==> src/rtl/ads1299_pkg.sv <==
// ads1299_pkg
// Shared definitions for the ADS1299 frame reader: the ADC word width, the
// sync nibble expected at the top of every status word, and the reader FSM
// state encoding.
package ads1299_pkg;

  localparam int         ADS_WORD_BITS   = 24;
  localparam logic [3:0] ADS_STATUS_SYNC = 4'b1100;

  typedef enum logic [2:0] {
    IDLE,
    SETUP,
    SHIFT,
    DONE,
    HOLD
  } state_t;

endpackage

==> src/rtl/spi_clk_gen.sv <==
// spi_clk_gen
// Generates the CPOL=0 SPI clock for the frame reader. One SCLK period is
// CLK_DIV cycles high followed by CLK_DIV cycles low.
//
// Ports:
//   clk         in   system clock
//   reset       in   asynchronous active-high reset
//   run         in   high for every cycle that the next clk cycle should
//                    belong to the SHIFT phase (look-ahead enable)
//   sclk        out  registered SPI clock, idles at 0
//   sample_tick out  last cycle of the high phase (sample MISO here)
//   period_end  out  last cycle of the low phase
module spi_clk_gen #(
  parameter int CLK_DIV = 4
) (
  input  logic clk,
  input  logic reset,
  input  logic run,
  output logic sclk,
  output logic sample_tick,
  output logic period_end
);

  localparam int            CW        = $clog2(2 * CLK_DIV);
  localparam logic [CW-1:0] HIGH_LAST = CW'(CLK_DIV - 1);
  localparam logic [CW-1:0] LOW_LAST  = CW'(2 * CLK_DIV - 1);

  logic [CW-1:0] cnt;
  logic [CW-1:0] cnt_next;
  logic          run_q;

  // Phase counter advance; the first cycle of a run always starts at phase
  // 0 so the very first SCLK period is full length.
  always_comb begin
    cnt_next = '0;
    if (run_q && (cnt != LOW_LAST)) begin
      cnt_next = cnt + CW'(1);
    end
  end

  // sclk is computed from the phase the counter is about to enter, so the
  // registered output lines up with cnt and never glitches.
  always_ff @(posedge clk or posedge reset) begin
    if (reset) begin
      run_q <= 1'b0;
      cnt   <= '0;
      sclk  <= 1'b0;
    end else begin
      run_q <= run;
      cnt   <= run ? cnt_next : '0;
      sclk  <= run && (cnt_next <= HIGH_LAST);
    end
  end

  assign sample_tick = run_q && (cnt == HIGH_LAST);
  assign period_end  = run_q && (cnt == LOW_LAST);

endmodule

==> src/rtl/ads1299_frame_reader.sv <==
// ads1299_frame_reader
// SPI master that reads one RDATAC conversion frame from an ADS1299 after
// every DRDY falling edge, extracts channel CH_SEL and presents it as a
// sign-extended sample with a one-cycle valid strobe.
//
// Ports:
//   clk       in   system clock
//   reset     in   asynchronous active-high reset
//   enable    in   when low, new DRDY edges are ignored
//   drdy_n    in   ADS1299 DRDY (asynchronous)
//   miso      in   ADS1299 DOUT (asynchronous)
//   sclk      out  SPI clock, CPOL=0
//   cs_n      out  chip select, active low
//   x         out  selected channel, sign-extended to Q_out bits
//   x_valid   out  one-cycle strobe, x valid in the same cycle
//   status    out  status word of the last frame
//   overrun   out  sticky, DRDY fell while a frame was in progress
//   busy      out  high whenever the FSM is not in IDLE
//   frame_err out  (only with ADS1299_STATUS_CHECK_EN) one-cycle pulse when
//                  the status sync nibble is wrong; x_valid is suppressed
//
// Optional feature macro: ADS1299_STATUS_CHECK_EN
module ads1299_frame_reader
  import ads1299_pkg::*;
#(
  parameter int CLK_DIV = 4,
  parameter int N_CH    = 8,
  parameter int CH_SEL  = 0,
  parameter int Q_out   = 32
) (
  input  logic                     clk,
  input  logic                     reset,
  input  logic                     enable,
  input  logic                     drdy_n,
  input  logic                     miso,
  output logic                     sclk,
  output logic                     cs_n,
  output logic [Q_out-1:0]         x,
  output logic                     x_valid,
  output logic [ADS_WORD_BITS-1:0] status,
  output logic                     overrun,
  output logic                     busy
`ifdef ADS1299_STATUS_CHECK_EN
  ,
  output logic                     frame_err
`endif
);

  localparam int             WW          = $clog2(CLK_DIV + 1);
  localparam int             WCW         = $clog2(N_CH + 2);
  localparam logic [WW-1:0]  WAIT_LAST   = WW'(CLK_DIV - 1);
  localparam logic [WCW-1:0] STATUS_WORD = '0;
  localparam logic [WCW-1:0] SEL_WORD    = WCW'(CH_SEL + 1);
  localparam logic [WCW-1:0] LAST_WORD   = WCW'(N_CH + 1);
  localparam logic [4:0]     BIT_LAST    = 5'(ADS_WORD_BITS - 1);

  state_t state;
  state_t next_state;

  logic drdy_meta, drdy_sync, drdy_prev;
  logic miso_meta, miso_sync;
  logic drdy_fall;

  logic sample_tick;
  logic period_end;

  logic [WW-1:0]              wait_cnt;
  logic [4:0]                 bit_cnt;
  logic [WCW-1:0]             word_cnt;
  logic [ADS_WORD_BITS-2:0]   shreg;
  logic [ADS_WORD_BITS-1:0]   word;
  logic [ADS_WORD_BITS-1:0]   hold_word;

  // Two-flop synchronisers. DRDY idles high, so its flops reset to 1 to
  // avoid a false falling edge right after reset is released.
  always_ff @(posedge clk or posedge reset) begin
    if (reset) begin
      drdy_meta <= 1'b1;
      drdy_sync <= 1'b1;
      drdy_prev <= 1'b1;
      miso_meta <= 1'b0;
      miso_sync <= 1'b0;
    end else begin
      drdy_meta <= drdy_n;
      drdy_sync <= drdy_meta;
      drdy_prev <= drdy_sync;
      miso_meta <= miso;
      miso_sync <= miso_meta;
    end
  end

  assign drdy_fall = drdy_prev && !drdy_sync;
  assign word      = {shreg, miso_sync};
  assign busy      = (state != IDLE);

  spi_clk_gen #(
    .CLK_DIV(CLK_DIV)
  ) u_clk_gen (
    .clk        (clk),
    .reset      (reset),
    .run        (next_state == SHIFT),
    .sclk       (sclk),
    .sample_tick(sample_tick),
    .period_end (period_end)
  );

  // State register.
  always_ff @(posedge clk or posedge reset) begin
    if (reset) begin
      state <= IDLE;
    end else begin
      state <= next_state;
    end
  end

  // Next-state logic. The frame ends on the low phase that follows the
  // sample of the final bit, i.e. once every word has been counted.
  always_comb begin
    next_state = state;
    unique case (state)
      IDLE:    if (drdy_fall && enable)                  next_state = SETUP;
      SETUP:   if (wait_cnt == WAIT_LAST)                next_state = SHIFT;
      SHIFT:   if (period_end && (word_cnt == LAST_WORD)) next_state = DONE;
      DONE:                                              next_state = HOLD;
      HOLD:    if (wait_cnt == WAIT_LAST)                next_state = IDLE;
      default:                                           next_state = IDLE;
    endcase
  end

  // Datapath: chip select, SETUP/HOLD timer, MSB-first shift register with
  // word capture, sticky overrun and the output sample. A DRDY edge seen in
  // HOLD (including its final cycle) is an overrun because the FSM only
  // accepts edges while it is already in IDLE.
  always_ff @(posedge clk or posedge reset) begin
    if (reset) begin
      cs_n      <= 1'b1;
      x         <= '0;
      x_valid   <= 1'b0;
      status    <= '0;
      overrun   <= 1'b0;
      wait_cnt  <= '0;
      bit_cnt   <= '0;
      word_cnt  <= '0;
      shreg     <= '0;
      hold_word <= '0;
`ifdef ADS1299_STATUS_CHECK_EN
      frame_err <= 1'b0;
`endif
    end else begin
      x_valid <= 1'b0;
`ifdef ADS1299_STATUS_CHECK_EN
      frame_err <= 1'b0;
`endif
      cs_n <= !((next_state == SETUP) || (next_state == SHIFT));

      if (drdy_fall && (state != IDLE)) begin
        overrun <= 1'b1;
      end

      if ((next_state != state) || !((state == SETUP) || (state == HOLD))) begin
        wait_cnt <= '0;
      end else begin
        wait_cnt <= wait_cnt + WW'(1);
      end

      if (state == IDLE) begin
        bit_cnt  <= '0;
        word_cnt <= '0;
      end

      if (sample_tick) begin
        shreg <= word[ADS_WORD_BITS-2:0];
        if (bit_cnt == BIT_LAST) begin
          bit_cnt  <= '0;
          word_cnt <= word_cnt + WCW'(1);
          if (word_cnt == STATUS_WORD) begin
            status <= word;
          end
          if (word_cnt == SEL_WORD) begin
            hold_word <= word;
          end
        end else begin
          bit_cnt <= bit_cnt + 5'd1;
        end
      end

      if (state == DONE) begin
`ifdef ADS1299_STATUS_CHECK_EN
        if (status[ADS_WORD_BITS-1 -: 4] != ADS_STATUS_SYNC) begin
          frame_err <= 1'b1;
        end else begin
          x       <= Q_out'($signed(hold_word));
          x_valid <= 1'b1;
        end
`else
        x       <= Q_out'($signed(hold_word));
        x_valid <= 1'b1;
`endif
      end
    end
  end

endmodule
==> config.mk <==
export PLATFORM = sky130hd
export DESIGN_NAME = ads1299_frame_reader
export DESIGN_NICKNAME = d
export VERILOG_FILES = /design/src/rtl/ads1299_pkg.sv /design/src/rtl/spi_clk_gen.sv /design/src/rtl/ads1299_frame_reader.sv
export SDC_FILE = /design/constraint.sdc
export NUM_CORES = 1
export LEC_CHECK = 0
export ABC_AREA = 1
export BUFFER_PORTS_ARGS = -buffer_cell sky130_fd_sc_hd__buf_4
export CAP_MARGIN = 0
export CORE_UTILIZATION = 35
export DETAILED_ROUTE_END_ITERATION = 16
export PLACE_DENSITY = 0.57
export SKIP_CTS_REPAIR_TIMING = 1
export SYNTH_ARGS = -nofsm -noshare
export SYNTH_HDL_FRONTEND = slang
export SYNTH_SLANG_ARGS = --single-unit
==> constraint.sdc <==
create_clock -name clk -period 11.02 [get_ports clk]
set_input_delay 2.204 -clock clk [delete_from_list [all_inputs] [get_ports clk]]
set_output_delay 2.204 -clock clk [all_outputs]
set_load 0.01 [all_outputs]
==> results.json, run 1 <==
{
  "setup_viol": 0,
  "cts_max_level": 4,
  "critical_path.max_stage_delay_ns": 0.43,
  "worst_slew_pin_slew_ns": 0.923,
  "synthMuxAreaShare_pct": 0,
  "grt_pass1_vias": 3626,
  "layout.nets": 615,
  "wl_met2_um": 4300,
  "path_clk_slew_ns": 0.05,
  "cp-start-kind": "register",
  "rsz0062_at_grt": "false",
  "die_height_um": 122,
  "clk_latency_ns": 0.40,
  "cts_buffers": 17,
  "drc": 0,
  "cts_sinks": 123,
  "crit_arrival_ns": 1.27,
  "synth-simple-area-share_pct": 25.8,
  "endpoint_kind": "output port",
  "highest_layer": "met4",
  "numPortBuffers": 65,
  "wl_met1_um": 5250,
  "syn_inst": 545,
  "antenna_found_initial": 0,
  "synth_fa_ha_area_share_pct": 2.24,
  "postSynthAreaPerCell_um2": 9.24,
  "skew_ns": 0.00796,
  "status": "completed",
  "ant_nets": 0,
  "yosysSeqAreaShare_pct": 61.2,
  "crit_required_ns": 8.82,
  "multi_input_area_um2": 1610,
  "syn_area_um2": 5040,
  "area_growth_syn_to_layout_pct": 20.9,
  "hold_viol_final": 0,
  "gr-usage-all-layers_pct": 15.2,
  "slowest_stage": "dfrtp_1",
  "ys_warn_count": 0,
  "synth_compound_area_share_pct": 3.55,
  "whs_ns": 0.354,
  "routed_via_density": 4.48,
  "power_density_nw_per_um2": 157,
  "max-slew-margin-rel_pct": 38.5,
  "dr_total_vias": 3551,
  "synth-seq-cells": 123,
  "die-area_um2": 14900,
  "crit_path_cell_trace": "nor2_1 > nand2_2 > buf_4",
  "slew_violations": 0,
  "wl_um": 10100,
  "ff_latch_area_um2": 3080,
  "fill_cells": 1345,
  "period_share_pct": 31.5,
  "overflow": 0,
  "finalSetupTns_ns": 0,
  "critPathTopFamily": "flip-flops",
  "min_period_ns": 3.47,
  "crit_type": "reg -> out",
  "crit_buf_inv": 1,
  "place_congestion": 0.732,
  "worst-path-max-fanout": 6,
  "place_hpwl_um": 6720,
  "ios": 66,
  "yosys.area_share.xor_xnor_pct": 0.348,
  "diodes": 0,
  "drt_iter0_markers": 267,
  "drive_above_1_share_pct": 19.3,
  "cts_buffer_depth": 2,
  "synthDistinctLibCells": 25,
  "drt_pass1_iterations": 4,
  "fmax_mhz": 288,
  "initial_core_util_pct": 36.1,
  "min_path_type": "reg -> reg",
  "placeableCoreArea_um2": 13900,
  "grt_pass1_wl_um": 17500,
  "num_rows": 43,
  "met3_length_um": 450,
  "layout_common_cells": "nand2_1, dfrtp_1, buf_4, nand3_1, inv_1",
  "synth_top_family_by_area": "simple AND/OR/NAND/NOR gates",
  "cts_tree": "done",
  "dieWidth_um": 122,
  "syn_nets": 559,
  "root_buffer": "clkbuf_16",
  "grt_max_degree": 77,
  "maxCapViolations": 0,
  "ir_worst_vdd_uv": 91.7,
  "detail_route.wl_per_cell_um": 12.7,
  "p_leak_nw": 3.34,
  "final_common_cell": "nand2_1"
}
## synth_stat cells, drive strengths merged
cell      n  area (um2)
a21oi     3        15.0
nand3    56         285
buf      26         188
clkbuf    3        11.3
xnor2     2        17.5
nor2     25         124
ha        9         113
nor3      1        5.00
a31o      1        8.76
dfstp     4         105
o22ai     2        12.5
inv      37         144
nand2   228         881
o21ai    27         135
or2       1        6.26
o31ai     1        7.51
dfrtp   119        2980
## routing by layer
layer | global-route usage (%) | vias to the layer above
met5 | 0 | -
met4 | 5.25 | 0
met3 | 4.54 | 6
met2 | 22.1 | 68
met1 | 21.5 | 1659
li1 | - | 1818
## cell type report
type | instances | share of cell area (%)
clock buffers | 23 | 8.01
clock inverters | 7 | 0.698
inverters | 37 | 2.40
multi-input cells | 356 | 26.4
flip-flops and latches | 123 | 50.6
well taps | 180 | 3.70
repair buffers | 66 | 8.13
## worst reg2reg max path, delay by kind of cell (launching register included)
family / cells / cell delay [ns]
flops: 1 / 0.34
simple gates: 5 / 0.98
fa+ha+maj: 2 / 0.33
buf+inv: 2 / 0.76
## flip-flops by register name, summed over array words and instances, names as in the netlist
name,flops
bit_cnt,5
cs_n,1
drdy_meta,1
drdy_prev,1
drdy_sync,1
hold_word,24
miso_meta,1
miso_sync,1
overrun,1
shreg,23
state,3
status,24
u_clk_gen.cnt,3
u_clk_gen.run_q,1
u_clk_gen.sclk,1
wait_cnt,3
word_cnt,4
x,24
x_valid,1
## path summary, 6_finish.rpt
kind / start / end / slack (ns) / depth (start not counted)
max: state[0] / busy / 7.55 / 3
min: miso_meta / miso_sync / 0.35 / 0
max reg2reg: u_clk_gen.cnt[0] / status[5] / 8.50 / 9
min reg2reg: miso_meta / miso_sync / 0.35 / 0
max in group asynchronous: reset / hold_word[20] / 7.78 / 3
min in group asynchronous: reset / status[19] / 1.88 / 2
## where the power goes
part / switching, W / internal [W]
Clock: 0.000183 / 0.000306
Sequential: 0.00000184 / 0.000455
Combinational: 0.00000925 / 0.00000171
## metrics by stage
step / utilization (%) / std cells / power [W] / area, um2 / setup slack (ns)
after floorplan: - / 545 / 0.000471 / 5040 / 5.55
after global placement: 39.9 / 762 / 0.000476 / 5560 / 7.30
after detailed placement: 39.9 / 762 / 0.000476 / 5560 / 7.26
after CTS: 43.7 / 792 / 0.000969 / 6090 / 7.53
after global routing: 43.7 / 792 / 0.000989 / 6090 / 7.46
final: 43.7 / 792 / 0.000957 / 6090 / 7.55
## cells by family (layout without fill, tap and decap cells)
logic type,Yosys count,count (layout)
compound gates,34,34
xor+xnor,2,2
fa+ha+maj,9,9
buf+inv,66,133
flops,123,123
simple gates,311,311
No activity file was read; power rests on OpenSTA's default activity.
==> run 2, diff against run 1 <==
- clock period: 11.02 -> 3.2 ns (I/O delays scaled with it)
==> run 2 against run 1 <==
Power rose to 3.6 times the previous value. Critical path type is now reg -> reg. Critical path depth rose by 6. Cell count up 0.25%. Combinational power rose to 3.6 times the previous value.
==> results.json, run 2 (synthesis gave the netlist of run 1 again) <==
{
  "status": "completed",
  "grt_pass1_vias": 3579,
  "overflow": 0,
  "maxCapViolations": 0,
  "ant_nets": 0,
  "slowest_stage": "dfrtp_1",
  "holdPathStages": 1,
  "worstReg2RegStart": "u_clk_gen.cnt[0]",
  "root_buffer": "clkbuf_16",
  "rsz0062_at_grt": "false",
  "placeableCoreArea_um2": 13900,
  "min_path_type": "in -> reg",
  "ios": 66,
  "cts_tree": "done",
  "crit_required_ns": 3.49,
  "path_clk_slew_ns": 0.05,
  "cts_buffer_depth": 2,
  "min_period_ns": 1.97,
  "finalPower_w": 0.00348,
  "grt_max_degree": 124,
  "ir_worst_vdd_uv": 358,
  "max-slew-margin-rel_pct": 57.0,
  "top_usage_layer": "met1",
  "p_leak_nw": 3.37,
  "power_density_nw_per_um2": 564,
  "drc": 0,
  "worst_slew_pin_slew_ns": 0.645,
  "ff2ff_path_depth": 9,
  "clk_latency_ns": 0.40,
  "dr_total_vias": 3557,
  "die_height_um": 122,
  "cts_max_level": 4,
  "place_hpwl_um": 6620,
  "grt_pass1_wl_um": 17200,
  "drive_above_1_share_pct": 19.4,
  "drt_pass1_iterations": 4,
  "critical_path.max_stage_delay_ns": 0.35,
  "wl_um": 9920,
  "layout_common_cells": "nand2_1, dfrtp_1, buf_4, nand3_1, inv_1",
  "worstReg2RegEnd": "status[5]",
  "crit_type": "reg -> reg",
  "period_share_pct": 61.6,
  "num_rows": 43,
  "dieWidth_um": 122,
  "worst-path-max-fanout": 36,
  "finalSetupTns_ns": 0,
  "slew_violations": 0,
  "routed_via_density": 4.48,
  "cp-start-kind": "register",
  "crit_arrival_ns": 2.26,
  "place_congestion": 0.742,
  "grt_use_met1_pct": 21.6,
  "hp-start": "miso",
  "skew_ns": 0.00704,
  "crit_path_cell_trace": "ha_1 > ha_1 > nand2_2 > inv_4 > nand2_2 > inv_4 > nand2_4 > nand2_1 > nand2_1",
  "use_met3_pct": 3.18,
  "grtUsageMet2_pct": 20.8,
  "crit_buf_inv": 2,
  "reg2reg_setup_slack_ns": 1.23,
  "critPathTopFamily": "simple AND/OR/NAND/NOR gates",
  "antenna_found_initial": 0,
  "setup_viol": 0,
  "endpoint_kind": "register",
  "diodes": 0,
  "hold_viol_final": 0,
  "reg.largest.list": "hold_word (24), status (24), x (24)",
  "gr-usage-all-layers_pct": 15.0,
  "numPortBuffers": 65,
  "die-area_um2": 14900,
  "final_common_cell": "nand2_1",
  "hold_end": "miso_meta",
  "detail_route.wl_per_cell_um": 12.5,
  "area_growth_syn_to_layout_pct": 22.4,
  "initial_core_util_pct": 36.1,
  "fmax_mhz": 508,
  "cts_buffers": 17,
  "cts_sinks": 123,
  "drt_iter0_markers": 188,
  "layout.nets": 617
}
## run 2: report_power, final
group          total [W]  switching [W]  internal (W)
sequential       0.00157     0.00000695       0.00157
combinational  0.0000400      0.0000324    0.00000768
clock            0.00186       0.000637       0.00123
total            0.00348       0.000677       0.00280
## run 2: how the worst max path moves through the flow
stage | endpoint | slack, ns | startpoint | cells past startpoint
floorplan | bit_cnt[0] | 1.05 | reset | 1
CTS | status[6] | 1.19 | u_clk_gen.cnt[0] | 9
global route | status[16] | 0.98 | u_clk_gen.cnt[0] | 9
detailed placement | status[4] | 1.21 | u_clk_gen.cnt[0] | 9
finish | status[5] | 1.23 | u_clk_gen.cnt[0] | 9
global placement | status[23] | 1.29 | u_clk_gen.cnt[0] | 9
## run 2: routing by layer
layer | routed length [um] | vias up
met5 | 0 | -
met4 | 223 | 0
met3 | 423 | 20
met2 | 4230 | 75
met1 | 5050 | 1634
li1 | - | 1828
## run 2: layout make-up
cell class	instances	area [um2]
Timing Repair Buffer	68	523
Inverter	37	148
Sequential cell	123	3080
Tap cell	180	225
Clock buffer	21	450
Multi-Input combinational cell	356	1610
Clock inverter	9	123
Fill cell	1308	7770
## run 2: through the flow
| step | hold slack [ns] | setup WS, ns | cell area [um2] | std cells | utilization [%] |
|---|---|---|---|---|---|
| after floorplan | 0.331 | 1.05 | 5040 | 545 | - |
| after global placement | 0.338 | 1.29 | 5590 | 764 | 40.1 |
| after detailed placement | 0.335 | 1.21 | 5590 | 764 | 40.1 |
| after CTS | 0.318 | 1.19 | 6160 | 794 | 44.2 |
| after global routing | 0.321 | 0.985 | 6160 | 794 | 44.2 |
| final | 0.337 | 1.23 | 6160 | 794 | 44.2 |
==> run 3, diff against run 2 <==
- ABC_AREA: 1 -> 0
- clock period: 3.2 -> 1.9 ns (I/O delays scaled with it)
==> run 3 against run 2 <==
Via count is 15% lower. Worst setup slack worse by 1.2 ns. Combinational power grew to 14 times the previous value. Critical path depth is 4 lower. Highest routed layer unchanged.
==> results.json, run 3 <==
{
  "place_hpwl_um": 5960,
  "yosys.area_share.xor_xnor_pct": 0.176,
  "cp-start-kind": "register",
  "yosys-top-cells-area": "dfrtp_1, mux2_2, nand2_1",
  "wl_um": 9540,
  "antenna_found_initial": 0,
  "ios": 66,
  "fill_cells": 1267,
  "design_area_um2": 6310,
  "hold_viol_final": 0,
  "crit_type": "reg -> reg",
  "ff_latch_area_um2": 3080,
  "postSynthAreaPerCell_um2": 13.2,
  "routed_via_density": 4.70,
  "path_clk_slew_ns": 0.05,
  "syn_inst": 376,
  "synthArstFlopShare_pct": 100,
  "placeableCoreArea_um2": 13900,
  "max-slew-margin-rel_pct": 71.7,
  "cts_max_level": 4,
  "min_path_type": "in -> async",
  "crit_required_ns": 2.15,
  "slew_violations": 0,
  "dieWidth_um": 121,
  "initial_core_util_pct": 35.8,
  "grt_pass1_wl_um": 15800,
  "yosysMostFrequentCell": "dfrtp_1",
  "dr_total_vias": 3018,
  "drive_above_1_share_pct": 41.6,
  "worst_slew_pin_slew_ns": 0.414,
  "detail_route.wl_per_cell_um": 14.9,
  "endpoint_kind": "register",
  "clk_latency_ns": 0.40,
  "maxCapViolations": 0,
  "min_period_ns": 1.89,
  "numPortBuffers": 65,
  "fmax_mhz": 529,
  "synthDistinctLibCells": 41,
  "drc": 0,
  "gr-usage-all-layers_pct": 14.2,
  "synth-simple-area-share_pct": 11.1,
  "root_buffer": "clkbuf_16",
  "ff2ff_path_depth": 5,
  "finish.utilization_pct": 45.4,
  "reg2reg_setup_slack_ns": 0.01,
  "rsz0062_at_grt": "true",
  "ir_worst_vdd_uv": 534,
  "synth_edf_count": 0,
  "cts_buffers": 17,
  "p_leak_nw": 3.31,
  "drt_iter0_markers": 92,
  "multi_input_area_um2": 1700,
  "synth-seq-cells": 123,
  "cts_sinks": 123,
  "final_common_cell": "dfrtp_1",
  "cts_tree": "done",
  "yosysSeqAreaShare_pct": 62.0,
  "drt_pass1_iterations": 4,
  "status": "completed",
  "grt_max_degree": 72,
  "synthMuxAreaShare_pct": 17.5,
  "layout.nets": 465,
  "grt_pass1_vias": 3155,
  "period_share_pct": 99.4,
  "die-area_um2": 14700,
  "synth_commonest_cells": "dfrtp_1, nand2_1, mux2_2",
  "syn_area_um2": 4970,
  "die_height_um": 121,
  "ant_nets": 0,
  "finalSetupTns_ns": 0,
  "crit_arrival_ns": 2.14,
  "setup_viol": 0,
  "cts_buffer_depth": 2,
  "layout_common_cells": "dfrtp_1, buf_4, nand2_1, mux2_2, clkbuf_16",
  "ys_warn_count": 0,
  "yosys.area.top_type": "dfrtp_1",
  "worstReg2RegStart": "u_clk_gen.cnt[0]",
  "synth_top_area_share_pct": 59.9,
  "place_congestion": 0.717,
  "overflow": 0,
  "worst-path-max-fanout": 6,
  "synth_fa_ha_area_share_pct": 2.26,
  "place_area_um2": 5690,
  "synth_ff_type": "dfrtp_1",
  "syn_nets": 390,
  "reg.largest.list": "hold_word (24), status (24), x (24)",
  "area_growth_syn_to_layout_pct": 26.8,
  "num_rows": 43,
  "synth_top_family_by_area": "multiplexers",
  "power_density_nw_per_um2": 1030,
  "worstReg2RegEnd": "u_clk_gen.cnt[0]",
  "diodes": 0,
  "skew_ns": 0.00800,
  "synth_compound_area_share_pct": 2.94
}
==> run 3: cells by family (layout without fill, tap and decap cells) <==
family / Yosys count / after routing
DFF: 123 / 123
muxes: 78 / 78
AOI/OAI and AO/OA: 19 / 19
and+or+nand+nor: 110 / 110
adders and majority gates: 9 / 9
xor gates and xnor gates: 1 / 1
buffers and inverters: 36 / 122
==> run 3: area by class of cell <==
| type | instances | share of cell area [%] |
|---|---|---|
| flip-flops and latches | 123 | 48.9 |
| inverters | 10 | 0.655 |
| repair buffers | 82 | 10.8 |
| well taps | 180 | 3.57 |
| multi-input cells | 217 | 26.9 |
| clock buffers | 23 | 7.74 |
| clock inverters | 7 | 1.43 |
==> run 3: per-layer routing <==
layer / track usage, % / routed length (um) / share of wire [%] / vias up
met5: 0 / 0 / 0 / -
met4: 5.56 / 119 / 1.2 / 0
met3: 4.79 / 350 / 3.7 / 9
met2: 21.1 / 4460 / 47 / 56
met1: 19.0 / 4610 / 48 / 1519
li1: - / - / - / 1434
==> run 3: worst max path at each step <==
stage | from | to | slack (ns) | cells after the start
2_1_floorplan | reset | bit_cnt[0] | 0.008 | 1
3_3_place_gp | u_clk_gen.cnt[0] | status[11] | 0.08 | 6
3_5_place_dp | u_clk_gen.cnt[0] | u_clk_gen.cnt[2] | -0.008 | 5
4_1_cts | u_clk_gen.cnt[0] | u_clk_gen.cnt[2] | -0.09 | 5
5_1_grt | u_clk_gen.cnt[0] | u_clk_gen.cnt[2] | -0.09 | 5
6_report | u_clk_gen.cnt[0] | u_clk_gen.cnt[0] | 0.01 | 5
==> run 3: power by group <==
part | leakage (nW) | switching [W] | total, W | internal (W)
Clock | 0.281 | 0.00107 | 0.00311 | 0.00205
Combinational | 1.33 | 0.000321 | 0.000575 | 0.000254
Sequential | 1.69 | 0.0000722 | 0.00279 | 0.00272
Total | 3.31 | 0.00146 | 0.00648 | 0.00502
==> run 3: stage by stage <==
step                      power (W)  hold slack [ns]  std cells  worst slack (ns)
final                       0.00648           0.0746        642            0.0105
after floorplan             0.00320            0.331        376           0.00785
after CTS                   0.00659           0.0687        640           -0.0857
after detailed placement    0.00342            0.340        610          -0.00803
after global routing        0.00677           0.0663        642           -0.0856
after global placement      0.00340            0.332        610            0.0799
==> run 3: worst max-delay path, stage by stage (launching register included) <==
cell and delay (ns):
dfrtp_1 0.37, ha_1 0.23, ha_1 0.20, and4b_1 0.22
a21o_1 0.24, a2111oi_0 0.47
